--- src/rtl/fifo_burst_rd.sv ---
// Read-side burst controller for the FIFO test path. A burst starts once the
// synchronised full flag is seen. It ends on almost_empty, empty or a fixed beat count.
module fifo_burst_rd #(
  parameter int DATA_W      = 8,
  parameter int SYNC_STAGES = 2,
  parameter int BURST_LEN   = 0,
  parameter int CNT_W       = 16
) (
  input  logic              clk,
  input  logic              rst_n,
  input  logic              full,
  input  logic              almost_empty,
  input  logic              empty,
  input  logic              rd_rst_busy,
  input  logic [DATA_W-1:0] fifo_rd_data,
  output logic              fifo_rd_en,
  output logic [DATA_W-1:0] dout,
  output logic              dout_valid,
  output logic [CNT_W-1:0]  rd_cnt,
  output logic              burst_done,
  output logic              busy,
  output logic [1:0]        state
);

  localparam logic [1:0] IDLE = 2'd0;
  localparam logic [1:0] READ = 2'd1;
  localparam logic [1:0] DONE = 2'd2;

  localparam logic [CNT_W-1:0] LAST_BEAT =
    (BURST_LEN == 0) ? '0 : CNT_W'(BURST_LEN - 1);

  logic [SYNC_STAGES-1:0] sync_q;
  logic                   full_s;
  logic                   rd_iss;
  logic                   iss_q;
  logic                   stop;
  logic [CNT_W-1:0]       beats;
  logic [1:0]             state_nx;
  logic                   en_nx;

  always_ff @(posedge clk or negedge rst_n) begin
    if (!rst_n) sync_q <= '0;
    else        sync_q <= {sync_q[SYNC_STAGES-2:0], full};
  end

  assign full_s = sync_q[SYNC_STAGES-1];

  // fifo_rd_en is only a request: a word moves (rd_iss) when it is high and
  // the FIFO is non-empty; that word appears on fifo_rd_data one cycle later.
  assign rd_iss = fifo_rd_en & ~empty;
  assign stop   = almost_empty | empty |
                  ((BURST_LEN != 0) & rd_iss & (beats == LAST_BEAT));

  always_comb begin
    state_nx = state;
    en_nx    = 1'b0;
    case (state)
      IDLE: begin
        if (full_s && !rd_rst_busy) begin
          state_nx = READ;
          en_nx    = 1'b1;
        end
      end
      READ: begin
        if (rd_rst_busy)  state_nx = IDLE;
        else if (stop)    state_nx = DONE;
        else              en_nx    = 1'b1;
      end
      DONE:    state_nx = IDLE;
      default: state_nx = IDLE;
    endcase
  end

  always_ff @(posedge clk or negedge rst_n) begin
    if (!rst_n) begin
      state      <= IDLE;
      fifo_rd_en <= 1'b0;
      beats      <= '0;
      burst_done <= 1'b0;
      busy       <= 1'b0;
    end else begin
      state      <= state_nx;
      fifo_rd_en <= en_nx;
      burst_done <= (state == DONE);
      busy       <= (state_nx != IDLE);
      if (state == IDLE && state_nx == READ) beats <= '0;
      else if (rd_iss)                       beats <= beats + CNT_W'(1);
    end
  end

  // A read-side reset discards whatever word is still in flight.
  always_ff @(posedge clk or negedge rst_n) begin
    if (!rst_n) begin
      iss_q      <= 1'b0;
      dout       <= '0;
      dout_valid <= 1'b0;
      rd_cnt     <= '0;
    end else if (rd_rst_busy) begin
      iss_q      <= 1'b0;
      dout_valid <= 1'b0;
    end else begin
      iss_q      <= rd_iss;
      dout_valid <= iss_q;
      if (iss_q) begin
        dout   <= fifo_rd_data;
        rd_cnt <= rd_cnt + CNT_W'(1);
      end
    end
  end

endmodule

--- config.mk ---
export PLATFORM = sky130hd
export DESIGN_NAME = fifo_burst_rd
export DESIGN_NICKNAME = d
export VERILOG_FILES = /design/src/rtl/fifo_burst_rd.sv
export SDC_FILE = /design/constraint.sdc
export NUM_CORES = 1
export LEC_CHECK = 0
export BUFFER_PORTS_ARGS = -buffer_cell sky130_fd_sc_hd__clkbuf_2
export CORE_MARGIN = 2
export CORE_UTILIZATION = 45
export DETAILED_ROUTE_END_ITERATION = 10
export GPL_ROUTABILITY_DRIVEN = 0
export MAX_ROUTING_LAYER = met4
export PLACE_DENSITY_LB_ADDON = 0.3
export SLEW_MARGIN = 20
export SYNTH_ARGS = -nofsm -noshare
export SYNTH_HDL_FRONTEND = slang
export SYNTH_SLANG_ARGS = --single-unit
--- constraint.sdc ---
create_clock -name clk -period 3.4 [get_ports clk]
set_input_delay 0.17 -clock clk [delete_from_list [all_inputs] [get_ports clk]]
set_output_delay 0.17 -clock clk [all_outputs]
set_load 0.03 [all_outputs]
Word-level counts from Yosys, hierarchy flattened. Index checks and enable logic that the tools add are counted.

Mux-type cells: 10. $add $sub $neg: 1. Equal/unequal tests: 2. Reduce and logical (&&, ||, !) cells: 5. Bitwise operators: 4.

Operators with widths (count): 16-bit by 1-bit adder with 16-bit output, second input constant (1); 2-bit 2-to-1 mux (3); 1-bit 2-to-1 mux (5); 2-bit case mux with 2 select lines (1); 2-bit by 1-bit equality test with 1-bit output, second input constant (1); 2-bit equality test, second input constant (1); 2-bit logical NOT (1); 1-bit NOT (2); 1-bit case mux with 2 select lines (1); 2-bit AND reduction (1); 2-bit nonzero test (1); 1-bit bitwise AND (1); 1-bit logical AND (1); 1-bit logical NOT (1); 1-bit bitwise OR (1).

Register bits: 33. Bits of input ports: 14. Output and inout port bits: 30.

Depth between registers and ports, before layout.
Depth in word-level cells: 5. Gate-level depth with buffers: 5. Gate-level depth less buffers: 5.

Least setup slack after synthesis. Ideal clock, no wire load.

Path kind: reg2reg. Start: register rd_cnt[0]. End: register rd_cnt[14]. Library setup time: 80 ps. Arrival: 1648 ps. Buffers on the path: 0. Slack: 1672 ps. Stages on the path, launching flop included: 6. Cells stage by stage: dfrtp_1 ha_1 nand3b_4 or4_4 nor2_1 xnor2_1.

Cells in the longest elaborated chain, start to end: 1.

RTL lines: start, declared (RTL line 19) `output logic [CNT_W-1:0] rd_cnt,`; start signal, assigned (RTL line 106) `rd_cnt <= rd_cnt + CNT_W'(1);`; 16-bit by 1-bit adder with 16-bit output (RTL line 106).

Every way passes these cells. A chain may end at the register's enable or synchronous reset.

Final worst setup path.
Start: register iss_q. End: register dout[3].

Cells in the longest elaborated chain, start to end: 1.

RTL lines: start, declared (RTL line 35) `logic iss_q;`; start signal, assigned (RTL line 102) `iss_q <= rd_iss;`; 2-bit AND reduction (no source line); end signal, assigned (RTL line 105) `dout <= fifo_rd_data;`; end, declared (RTL line 17) `output logic [DATA_W-1:0] dout,`.

Every way passes these cells.

==> qor.csv <==
stage,metric,value,unit
logic_synthesis,sequential area share after synthesis,0.640,
layout,post-route cell area,1620,um2
power_and_ir_drop,leakage,0.837,nW
placement,Port Buffers,43,
timing,setup_tns,0,ns
clocking,latest clock arrival within the worst-skew pair,0.33,ns
clocking,CTS tree,built,
layout,most frequent cells in the layout,"clkbuf_2, dfrtp_1, xnor2_1, mux2_2",
global_routing,largest net degree at the start of global routing,34,
logic_synthesis,Avg Synthesized Cell Area,14.0,um2
route,residual DRC count,0,
timing,Worst-Margin Slew,0.951,ns
clocking,post-cts resize count,0,
clocking,Root Driver,clkbuf_4,
route,vias per cell,4.99,
logic_synthesis,Synth area leader,dfrtp_1,
clocking,"Hold-fix buffers, CTS",2,
timing,Period minus WS final,1.70,ns
route,drt total wl,2240,um
logic_synthesis,Cells after Synth,92,
timing,Pins Over Slew Limit,0,
critical_path,Crit Path Category,flip-flop to flip-flop,
logic_synthesis,post-synthesis compound-gate area fraction,0.00581,
global_routing,total gr overflow,0,
clocking,htree depth,2,
route,Avg WL per Cell,12.9,um
global_routing,GRT Util Overall,0.153,
logic_synthesis,Yosys reg bits,33,
critical_path,Crit path required time,3.62,ns
clocking,Num Clock Sinks,33,
timing,min setup slack post-route,1.70,ns
placement,placed cell count,165,
layout,fin cells,174,
timing,final critical-path share of the clock period,0.501,
floorplanning,FP Rows,19,
global_routing,global-route wire length before repair,3590,um
layout,layout cells sized above 1,0.448,
route,DRT Pass-1 Iters,4,
floorplanning,area of the core,2730,um2
logic_synthesis,synth warn,0,
logic_synthesis,Synth top area share,0.640,
min_path,Hold Crit Class,input port to flip-flop,
logic_synthesis,Synth Area in Adders,0.00969,
layout,Layout area overhead,25.1,%
logic_synthesis,Post-Synth XOR/XNOR Area,0.102,
logic_synthesis,async set-or-reset flop fraction in the synthesized netlist,1.00,
global_routing,initial antenna violation count,0,
timing,Max-slew headroom,0.365,
clocking,TritonCTS Buffers,5,
logic_synthesis,Synth Cell Area,1290,um2
job,max_cap viols,0,
logic_synthesis,Yosys cell types,23,
critical_path,CP Capture Type,flip-flop,
critical_path,crit path DAT,1.93,ns
power_and_ir_drop,Peak supply drop,0.000438,V
logic_synthesis,largest family of logic cells by synthesized area,simple AND/OR/NAND/NOR gates,
critical_path,worst-path maximum fanout,13,
critical_path,crit start category,flip-flop,
timing,RSZ-0062 raised after global routing,no,
run_status,status,"finished, final reports clean",
route,Detail Route Antenna Nets,0,
clocking,setup repair bufs after CTS,0,
power_and_ir_drop,pwr dens,576,nW/um2
timing,Final Setup Violations,0,
layout,"most common cell after layout, fill and taps aside",clkbuf_2,
timing,clk_skew,0.00916,ns
logic_synthesis,ranking of synthesized cells by area,"dfrtp_1, mux2_2, xnor2_1, xor2_1, nand4_1",
global_routing,number of global-route vias before repair,798,
clocking,clock slew at reported path FFs,0.09,ns
logic_synthesis,predominant post-synthesis flop cell,dfrtp_1,
route,vias,869,
route,iteration-0 DRC count of the detailed router,23,
logic_synthesis,number of synthesized flops with an enable pin,0,
layout,Final nets,158,
floorplanning,Initial Util,0.472,
placement,Post-Place Worst Slack,1.63,ns
logic_synthesis,Simple-Gate Fraction of Synth Area,0.155,
floorplanning,die width,57.6,um
layout,ant diodes,0,
clocking,Max Root-Sink Buffers,2,
timing,final hold viol count,0,
timing,Max Fclk,587,MHz
timing,final hold slack,0.0187,ns
floorplanning,Die Span Y,57.6,um
logic_synthesis,mux cell area share after synthesis,0.0785,
floorplanning,I/O pin cnt,44,
floorplanning,full die area,3310,um2
logic_synthesis,Synth Net Count,107,
placement,DP Area,1540,um2
## cells by family after synthesis
logic type               Yosys count
AO/OA/AOI/OAI                      1
XOR/XNOR                          15
adder cells (fa/ha/maj)            1
buffers and inverters              3
flip-flops                        33
multiplexers                       9
AND/OR/NAND/NOR                   30
## cell usage after synthesis (2+ instances only)
| library cell | number |
|---|---|
| nor3b_1 | 2 |
| nor4_1 | 3 |
| nor2_1 | 5 |
| nand4_1 | 5 |
| nor2b_1 | 2 |
| dfrtp_1 | 33 |
| xnor2_1 | 10 |
| xor2_1 | 5 |
| inv_1 | 2 |
| nand2_1 | 4 |
| mux2_2 | 9 |
## worst max-delay path: stages (launching register included)
cell	delay [ns]
dfrtp_1	0.41
nor2b_1	0.77
mux2_2	0.42
## routing by layer
layer	vias to the layer above	routed length, um	global-route usage
met4	0	30	0.0598
met2	28	1120	0.229
met3	5	149	0.0680
met5	-	0	-
li1	417	-	-
met1	419	944	0.180
## per-stage QoR
stage                     utilization  total power, mW
final                           0.591            0.931
after global routing            0.591            0.978
after detailed placement        0.563            0.721
after global placement          0.563            0.708
after floorplan                     -            0.635
after CTS                       0.591            0.944
## registers in the layout (all words and copies together), names as in the netlist
name        cells
rd_cnt         16
dout            8
state           2
sync_q          2
burst_done      1
busy            1
dout_valid      1
fifo_rd_en      1
iss_q           1
## layout make-up
cell class / count / area (um2)
fill: 235 / 1120
sequential: 33 / 826
multi-input combinational: 56 / 453
timing repair buffer: 45 / 235
clock buffer: 7 / 55.1
tap: 31 / 38.8
inverter: 2 / 7.51
## where the power goes
group	switching [mW]	leakage (nW)	total, mW	internal [mW]
clock	0.123	0.0314	0.220	0.0975
combinational	0.147	0.381	0.225	0.0776
sequential	0.0439	0.425	0.485	0.442
total	0.314	0.837	0.931	0.617
## worst paths after layout
| path | start | cells past startpoint | slack, ns | end |
|---|---|---|---|---|
| max | iss_q | 2 | 1.70 | dout[3] |
| max reg2reg | iss_q | 2 | 1.70 | dout[3] |
| max in group asynchronous | rst_n | 2 | 2.47 | state[1] |
| min reg2reg | sync_q[0] | 0 | 0.37 | sync_q[1] |
| min in group asynchronous | rst_n | 2 | 0.44 | rd_cnt[9] |
| min | empty | 2 | 0.02 | iss_q |
Note: power is estimated with default switching activity, not from simulation.
